## config.mk

```make
export PLATFORM = sky130hd
export DESIGN_NAME = button_repeat_ctrl
export DESIGN_NICKNAME = d
export VERILOG_FILES = /design/src/rtl/clock_ui_pkg.sv /design/src/rtl/ms_tick_gen.sv /design/src/rtl/button_repeat_ctrl.sv
export SDC_FILE = /design/constraint.sdc
export NUM_CORES = 1
export LEC_CHECK = 0
export CORE_MARGIN = 2
export CORE_UTILIZATION = 49
export CTS_BUF_LIST = sky130_fd_sc_hd__clkbuf_4
export DETAILED_ROUTE_END_ITERATION = 7
export PLACE_DENSITY_LB_ADDON = 0.08
export SKIP_CTS_REPAIR_TIMING = 1
export SYNTH_ARGS = -nofsm -noshare
export SYNTH_HDL_FRONTEND = slang
export SYNTH_SLANG_ARGS = --single-unit
```

## constraint.sdc

```tcl
create_clock -name video_clk -period 4.8 [get_ports video_clk]
set_clock_uncertainty 0.15 [all_clocks]
set_input_delay 0.96 -clock video_clk [delete_from_list [all_inputs] [get_ports video_clk]]
set_output_delay 0.96 -clock video_clk [all_outputs]
set_load 0.02 [all_outputs]
```

## src/rtl/clock_ui_pkg.sv

```systemverilog
// rtl/clock_ui_pkg.sv - shared state encodings and timing defaults for the clock UI buttons
package clock_ui_pkg;

  typedef enum logic [2:0] {
    IDLE       = 3'd0,
    PRESS_DB   = 3'd1,
    HELD       = 3'd2,
    REPEAT     = 3'd3,
    RELEASE_DB = 3'd4
  } btn_state_t;

  localparam int DEF_TICK_DIV        = 31500;
  localparam int DEF_DEBOUNCE_MS     = 20;
  localparam int DEF_REPEAT_DELAY_MS = 500;
  localparam int DEF_REPEAT_RATE_MS  = 100;

  localparam int MS_CNT_W = 10;

  function automatic bit ms_param_ok(input int v);
    return (v >= 1) && (v <= 1023);
  endfunction

endpackage

```

## src/rtl/ms_tick_gen.sv

```systemverilog
// rtl/ms_tick_gen.sv - free-running prescaler, one-cycle tick every TICK_DIV clocks
module ms_tick_gen
  import clock_ui_pkg::*;
#(
  parameter int TICK_DIV = DEF_TICK_DIV
) (
  input  logic video_clk,
  input  logic reset_n,
  output logic tick
);

  localparam int CW = (TICK_DIV > 1) ? $clog2(TICK_DIV) : 1;
  localparam logic [CW-1:0] CNT_LAST = CW'(TICK_DIV - 1);

  if (TICK_DIV < 1) begin : g_bad_div
    $error("ms_tick_gen: TICK_DIV must be at least 1");
  end

  logic [CW-1:0] cnt_q, cnt_d;

  assign tick = (cnt_q == CNT_LAST);

  always_comb begin
    cnt_d = tick ? '0 : cnt_q + 1'b1;
  end

  always_ff @(posedge video_clk or negedge reset_n) begin
    if (!reset_n) begin
      cnt_q <= '0;
    end else begin
      cnt_q <= cnt_d;
    end
  end

endmodule

```

## src/rtl/button_repeat_ctrl.sv

```systemverilog
// rtl/button_repeat_ctrl.sv - debounced button with delayed auto-repeat increment pulses
module button_repeat_ctrl
  import clock_ui_pkg::*;
#(
  parameter int TICK_DIV        = DEF_TICK_DIV,
  parameter int DEBOUNCE_MS     = DEF_DEBOUNCE_MS,
  parameter int REPEAT_DELAY_MS = DEF_REPEAT_DELAY_MS,
  parameter int REPEAT_RATE_MS  = DEF_REPEAT_RATE_MS
) (
  input  logic video_clk,
  input  logic reset_n,
  input  logic button_in,
  input  logic repeat_en,
  output logic pulse_out,
  output logic pressed,
  output logic repeating
);

  if (!ms_param_ok(DEBOUNCE_MS) || !ms_param_ok(REPEAT_DELAY_MS) || !ms_param_ok(REPEAT_RATE_MS))
  begin : g_bad_param
    $error("button_repeat_ctrl: timing parameters must lie in 1..1023");
  end

  localparam logic [MS_CNT_W-1:0] DB_LAST    = MS_CNT_W'(DEBOUNCE_MS - 1);
  localparam logic [MS_CNT_W-1:0] DELAY_LAST = MS_CNT_W'(REPEAT_DELAY_MS - 1);
  localparam logic [MS_CNT_W-1:0] RATE_LAST  = MS_CNT_W'(REPEAT_RATE_MS - 1);

  logic                sync1_q, sync_q;
  logic                tick;
  btn_state_t          state_q, state_d;
  logic [MS_CNT_W-1:0] ms_cnt_q, ms_cnt_d;
  logic                pulse_q, pulse_d;
  logic                pressed_q, repeating_q;

  ms_tick_gen #(.TICK_DIV(TICK_DIV)) u_tick (
    .video_clk (video_clk),
    .reset_n   (reset_n),
    .tick      (tick)
  );

  // A sync=0 exit always wins over a tick arriving in the same cycle.
  always_comb begin
    state_d  = state_q;
    ms_cnt_d = ms_cnt_q;
    pulse_d  = 1'b0;
    case (state_q)
      IDLE: begin
        if (sync_q) begin
          state_d  = PRESS_DB;
          ms_cnt_d = '0;
        end
      end
      PRESS_DB: begin
        if (!sync_q) begin
          state_d  = IDLE;
          ms_cnt_d = '0;
        end else if (tick) begin
          if (ms_cnt_q == DB_LAST) begin
            state_d  = HELD;
            ms_cnt_d = '0;
            pulse_d  = 1'b1;
          end else begin
            ms_cnt_d = ms_cnt_q + 1'b1;
          end
        end
      end
      HELD: begin
        if (!sync_q) begin
          state_d  = RELEASE_DB;
          ms_cnt_d = '0;
        end else if (!repeat_en) begin
          ms_cnt_d = '0;
        end else if (tick) begin
          if (ms_cnt_q == DELAY_LAST) begin
            state_d  = REPEAT;
            ms_cnt_d = '0;
            pulse_d  = 1'b1;
          end else begin
            ms_cnt_d = ms_cnt_q + 1'b1;
          end
        end
      end
      REPEAT: begin
        if (!sync_q) begin
          state_d  = RELEASE_DB;
          ms_cnt_d = '0;
        end else if (!repeat_en) begin
          state_d  = HELD;
          ms_cnt_d = '0;
        end else if (tick) begin
          if (ms_cnt_q == RATE_LAST) begin
            ms_cnt_d = '0;
            pulse_d  = 1'b1;
          end else begin
            ms_cnt_d = ms_cnt_q + 1'b1;
          end
        end
      end
      RELEASE_DB: begin
        if (sync_q) begin
          state_d  = HELD;
          ms_cnt_d = '0;
        end else if (tick) begin
          if (ms_cnt_q == DB_LAST) begin
            state_d  = IDLE;
            ms_cnt_d = '0;
          end else begin
            ms_cnt_d = ms_cnt_q + 1'b1;
          end
        end
      end
      default: begin
        state_d  = IDLE;
        ms_cnt_d = '0;
      end
    endcase
  end

  always_ff @(posedge video_clk or negedge reset_n) begin
    if (!reset_n) begin
      sync1_q     <= 1'b0;
      sync_q      <= 1'b0;
      state_q     <= IDLE;
      ms_cnt_q    <= '0;
      pulse_q     <= 1'b0;
      pressed_q   <= 1'b0;
      repeating_q <= 1'b0;
    end else begin
      sync1_q     <= button_in;
      sync_q      <= sync1_q;
      state_q     <= state_d;
      ms_cnt_q    <= ms_cnt_d;
      pulse_q     <= pulse_d;
      pressed_q   <= (state_d == HELD) || (state_d == REPEAT) || (state_d == RELEASE_DB);
      repeating_q <= (state_d == REPEAT);
    end
  end

  assign pulse_out = pulse_q;
  assign pressed   = pressed_q;
  assign repeating = repeating_q;

endmodule

```

==> out/metrics.cfg, run 1 <==
[clocking]
insertion_delay_ns=0.34
clk_pin_slew_ns=0.10
cts_buffers=5
cts_buffer_depth=2
htree_levels=2
clk_root_buffer_cell=clkbuf_4
cts_tree=built
clkSinkCount=33

[synth]
synth_flop_cell=dfrtp_1
synthArstFlopShare=1.000
synthAdderAreaFrac=0.01410
ys_ff_latch=33
synthMuxAreaShare=0
synthSimpleGateAreaFrac=0.2546
synth-edff-count=0
syn_avg_cell_area_um2=9.387
yosys.area.top_type=dfrtp_1
synth_top_family_by_area=simple AND/OR/NAND/NOR gates
synth_compound_area_frac=0.1756
synth_xor_area_frac=0.05430
ys_seq_area_frac=0.4654
synthesis.nets=195
synth_top_area_frac=0.4654
yosys_warnings=0
synth_common_cells=dfrtp_1 (33), nor2_1 (19), o21ai_0 (16), nand2_1 (11), inv_1 (10)
syn-instance-count=189
yosysUniqueCellTypes=46
yosysMostFrequentCell=dfrtp_1
syn_area_mm2=0.001774
synth_area_leaders=dfrtp_1 (47%), o21ai_0 (4.5%), nor2_1 (4.0%)

[power_and_ir_drop]
power.share.clock=0.314
power.switching_w=0.0001251
p_leak_nw=0.8485
powerDensity_mw_per_mm2=245.0
ir_drop_uv=168.4
p_int_w=0.0003479
p_seq_frac=0.613
switching_share=0.2645
p_comb_frac=0.073

[timing]
final.min_clock_period_ns=2.726
hold_viol_final=0
max_freq_ghz=0.3668
grt_setup_unrepaired=false
setup_viol=0
worst_pin_slew_ns=0.7297
finalCritPeriodShare=0.5679
relSlewSlack=0.5091
drv_slew=0
fin_setup_tns_ns=0

[placed_design]
port_buffers=6
dp_cells=237
dpl.hpwl_um=2429
place.gp.congestion=0.9150

[outcome]
status=complete, no violations

[floorplan]
dieArea_mm2=0.004118
rows=21
num_io_pins=7
die_w_um=64.18
die_h_um=64.18
core_mm2=0.003416
start_util=0.5194

[global_route]
grt_pass1_vias=1292
grt_overflow=0
antenna_found_initial=0
grt_max_degree=34
gr-usage-all-layers=0.1894
grt_pass1_wl_um=6099

[worst_setup_path]
crit_chain=ha_1 > or4b_4 > nor4_4 > buf_4 > nor3b_2 > o21ai_0 > a22oi_1
max_stage_delay_ns=0.50
slowest_stage=or4b_4
endpoint_kind=flop
r2r_slack_ns=2.07
crit_arrival_ns=2.83
worst_ep_required_time_ns=4.90
start_kind=flop
cp_max_fo=24
crit_type=flop to flop

[cells_and_area]
fin_cells=245
syn_to_final_growth_pct=8.815
layout-drive-gt1-share=0.06533
nets=204
n_antenna_cell=0

[detailed_routing]
drc=0
drt_iter0_drc=164
wl_per_cell_um=14.32
dr.pass1.iters=4
drtAntennaViolNets=0
via_per_inst=5.955
drt_wl_total_um=3508
vias=1459

[hold_path]
holdCritPathClass=flop to flop

[job]
drv_cap=0

==> worst paths after layout <==
| path | startpoint | end | depth (start not counted) |
|---|---|---|---|
| worst max-delay path | u_tick.cnt_q[0] | ms_cnt_q[9] | 7 |
| worst min-delay path | sync1_q | sync_q | 0 |
| worst max register to register | u_tick.cnt_q[0] | ms_cnt_q[9] | 7 |
| worst min register to register | sync1_q | sync_q | 0 |
| max in group asynchronous | reset_n | sync_q | 2 |
| min in group asynchronous | reset_n | u_tick.cnt_q[13] | 2 |
==> power groups by stage <==
| stage | Sequential [W] | Combinational (W) | Clock [W] |
|---|---|---|---|
| 3_5_place_dp | 0.000295 | 0.0000345 | 0 |
| 6_report | 0.000290 | 0.0000345 | 0.000149 |
| 4_1_cts | 0.000290 | 0.0000346 | 0.000153 |
| 2_1_floorplan | 0.000292 | 0.0000230 | 0 |
| 5_1_grt | 0.000291 | 0.0000392 | 0.000167 |
| 3_3_place_gp | 0.000295 | 0.0000341 | 0 |
==> per-layer routing <==
layer  wire [µm]  vias to the layer above  share of wire  track usage
met3         226                        4          0.064      0.04401
met4          37                        0          0.011      0.07181
met1        1745                      697           0.50       0.2846
met2        1499                       47           0.43       0.2630
li1            -                      711              -            -
met5           0                        -              0            0
==> through the flow <==
step           worst slack (ns)  area, µm²  utilization  total power (W)  hold slack [ns]
6_report                  2.074       1931       0.5652        0.0004731           0.2119
5_1_grt                   1.828       1931       0.5652        0.0004977           0.2200
4_1_cts                   2.097       1931       0.5652        0.0004773           0.2114
3_5_place_dp              1.877       1881       0.5505        0.0003297           0.1864
3_3_place_gp              1.988       1881       0.5505        0.0003293           0.1927
2_1_floorplan             2.462       1774            -        0.0003149           0.1812
==> area by class of cell <==
cell class / instances / area [µm²]
inverters: 10 / 37.54
multi-input cells: 140 / 884.6
fillers: 299 / 1485
flip-flops and latches: 33 / 825.8
clock inverters: 3 / 12.51
clock buffers: 5 / 37.54
repair buffers: 8 / 75.07
well taps: 46 / 57.56
==> registers in the layout (all words and copies together) (netlist names) <==
name / count
pulse_out: 1
pressed: 1
sync_q: 1
state_q: 3
repeating: 1
ms_cnt_q: 10
sync1_q: 1
u_tick.cnt_q: 15
==> logic make-up (layout without fill, tap and decap cells) <==
group	Yosys count	after routing
adder cells (fa/ha/maj)	2	2
flip-flops	33	33
XOR/XNOR	11	11
buffers and inverters	16	26
AND/OR/NAND/NOR	78	78
AO/OA/AOI/OAI	49	49
==> worst max-delay path: cells and delay by family, from the launching register on <==
| kind | cells | cell delay (ns) |
|---|---|---|
| buffers and inverters | 1 | 0.32 |
| AND/OR/NAND/NOR | 3 | 1.14 |
| AO/OA/AOI/OAI | 2 | 0.37 |
| adder cells (fa/ha/maj) | 1 | 0.25 |
| flip-flops | 1 | 0.42 |
==> layout by cell type (no fill, tap or decap), types with 5 or more instances in the layout <==
cell type,count
dfrtp_1,33
nor2_1,19
o21ai_0,16
nand2_1,11
inv_1,10
nand3_1,9
a21oi_1,8
xnor2_1,7
nor3_1,6
clkdlybuf4s50_1,6
and3_1,5
clkbuf_4,5
No activity file was read; power rests on OpenSTA's default activity.
==> inputs of run 2 (changes only) <==
- clock period: 4.8 -> 2.8 ns (I/O delays scaled with it)
==> run 2 against run 1 <==
Compared with the run above:
- register-to-register slack lost 1.8 ns
- clock-buffer cell count grew 1
- hold slack gained 0.0024 ns
- final cell count grew 1.2%
- highest routed layer unchanged
- worst setup slack lost 1.8 ns
- die area is the same
- global-route usage grew 1.9 points
- final area grew 2.7%
- via count grew 1.8%
- first-iteration DRC count grew 2.4%
- core utilization grew 1.5 points
==> out/metrics.cfg, run 2 (synthesized netlist as in run 1, its figures left out) <==
[worst_setup_path]
r2r_slack_ns=0.27  ; was 2.07 ns
endpoint_kind=flop  ; unchanged
crit_type=flop to flop  ; unchanged
cp_max_fo=17  ; was 24
crit_chain=ha_1 > or4b_4 > nor4_4 > buf_4 > o21ai_1 > o31ai_1 > a21oi_1  ; was ha_1 > or4b_4 > nor4_4 > buf_4 > nor3b_2 > o21ai_0 > a22oi_1
max_stage_delay_ns=0.49  ; was 0.50 ns
endpoint=ms_cnt_q[7]  ; was ms_cnt_q[9]
worst_ep_required_time_ns=2.86  ; was 4.90 ns
crit_arrival_ns=2.59  ; was 2.83 ns
crit_start=u_tick.cnt_q[0]  ; unchanged
slowest_stage=or4b_4  ; unchanged
ff2ff_path_depth=7  ; unchanged
regToRegStartpoint=u_tick.cnt_q[0]  ; unchanged
reg2reg_to=ms_cnt_q[7]  ; was ms_cnt_q[9]
start_kind=flop  ; unchanged

[clocking]
cts_buffer_depth=2  ; unchanged
htree_levels=2  ; unchanged
insertion_delay_ns=0.33  ; was 0.34 ns
cts_tree=built  ; unchanged
cts_buffers=5  ; unchanged
clkSinkCount=33  ; unchanged
clk_pin_slew_ns=0.10  ; about the same
clk_root_buffer_cell=clkbuf_4  ; unchanged

[placed_design]
place.gp.congestion=0.9175  ; was 0.9150
port_buffers=6  ; unchanged
place_ws_ns=0.2999  ; was 1.877 ns
dpl.hpwl_um=2652  ; was 2429 µm

[timing]
setup_viol=0  ; unchanged
worst_pin_slew_ns=0.8109  ; was 0.7297 ns
drv_slew=0  ; unchanged
finalCritPeriodShare=0.9049  ; was 0.5679
setup_ws_ns=0.2662  ; was 2.074 ns
timing.hold.ws_ns=0.2144  ; was 0.2119 ns
fin_setup_tns_ns=0  ; unchanged
hold_viol_final=0  ; unchanged
relSlewSlack=0.4544  ; was 0.5091
grt_setup_unrepaired=false  ; unchanged
max_freq_ghz=0.3947  ; was 0.3668 GHz
final.min_clock_period_ns=2.534  ; was 2.726 ns

[cells_and_area]
multi_input_area_um2=884.6  ; unchanged
syn_to_final_growth_pct=11.71  ; was 8.815%
final_common_cell=dfrtp_1  ; unchanged
mostFrequentLayoutCells=dfrtp_1 (33), nor2_1 (19), o21ai_0 (16)  ; unchanged
largest_reg_flops=15  ; unchanged
fillers=316  ; was 299
largestRegisters=u_tick.cnt_q: 15 flops, ms_cnt_q: 10 flops, state_q: 3 flops  ; unchanged
n_antenna_cell=0  ; unchanged
layout-drive-gt1-share=0.08416  ; was 0.06533
nets=207  ; was 204
regMostFlops=u_tick.cnt_q  ; unchanged
final_util=0.5802  ; was 0.5652
register_area_um2=825.8  ; unchanged

[global_route]
grt_overflow=0  ; unchanged
grt_pass1_wl_um=6706  ; was 6099 µm
grt_pass1_vias=1381  ; was 1292
antenna_found_initial=0  ; unchanged
gr-usage-all-layers=0.2084  ; was 0.1894
grt_max_degree=34  ; unchanged

[detailed_routing]
drc=0  ; unchanged
wl_per_cell_um=15.08  ; was 14.32 µm
drt_iter0_drc=168  ; was 164
dr.pass1.iters=4  ; unchanged
drtAntennaViolNets=0  ; unchanged
drt_wl_total_um=3741  ; was 3508 µm
via_per_inst=5.988  ; was 5.955
vias=1485  ; was 1459

[floorplan]
die_w_um=64.18  ; unchanged
dieArea_mm2=0.004118  ; unchanged
start_util=0.5194  ; unchanged
core_mm2=0.003416  ; unchanged
num_io_pins=7  ; unchanged
die_h_um=64.18  ; unchanged
rows=21  ; unchanged

[power_and_ir_drop]
powerDensity_mw_per_mm2=459.7  ; was 245.0 mW/mm²
p_total_w=0.0009110  ; was 0.0004731 W
ir_drop_uv=379.2  ; was 168.4 µV
p_leak_nw=0.8768  ; was 0.8485 nW

[outcome]
status=complete, no violations  ; unchanged

[job]
drv_cap=0  ; unchanged

[hold_path]
holdCritPathClass=flop to flop  ; unchanged

run 2: changes by cell type in the layout (fill, tap and decap cells not counted), sizes merged:
cell and change:
bufinv +1, clkinv -2, buf +3, clkbuf +1
run 2: final cells by class:
type                       count  share of cell area
clock buffer                   6             0.02273
clock inverter                 2             0.01705
inverter                      10             0.01894
multi-input combinational    140              0.4463
sequential                    33              0.4167
tap                           46             0.02904
timing repair buffer          11             0.04924
run 2: stage by stage:
stage,cells,cell area [µm²]
2_1_floorplan,189,1774
3_3_place_gp,240,1903
3_5_place_dp,240,1903
4_1_cts,248,1982
5_1_grt,248,1982
6_report,248,1982
run 2: worst min path at each step:
| stage | startpoint | depth (start not counted) | slack [ns] | endpoint |
|---|---|---|---|---|
| 2_1_floorplan | reset_n | 0 | 0.11 | ms_cnt_q[0] |
| 3_3_place_gp | sync1_q | 0 | 0.19 | sync_q |
| 3_5_place_dp | sync1_q | 0 | 0.19 | sync_q |
| 4_1_cts | sync1_q | 0 | 0.22 | sync_q |
| 5_1_grt | sync1_q | 0 | 0.23 | sync_q |
| 6_report | sync1_q | 0 | 0.21 | sync_q |
run 2: where the power goes:
| group | internal, W | total (W) | leakage (nW) | switching, W |
|---|---|---|---|---|
| Clock | 0.000196 | 0.000355 | 0.0433 | 0.000159 |
| Sequential | 0.000485 | 0.000497 | 0.439 | 0.0000116 |
| Combinational | 0.0000205 | 0.0000596 | 0.394 | 0.0000390 |
| Total | 0.000701 | 0.000911 | 0.877 | 0.000210 |
run 2: worst max-delay path: cells and delay by family (launching register included):
kind / cells / cell delay (ns)
flip-flops: 1 / 0.41
buffers and inverters: 1 / 0.25
adder cells (fa/ha/maj): 1 / 0.24
AND/OR/NAND/NOR: 2 / 0.77
AO/OA/AOI/OAI: 3 / 0.60
run 2: per-layer routing:
layer,vias up,track usage,routed length (µm)
met1,699,0.3094,1778
met3,9,0.05634,260
met2,57,0.2995,1641
met5,-,0,0
met4,0,0.05585,61
li1,720,-,-
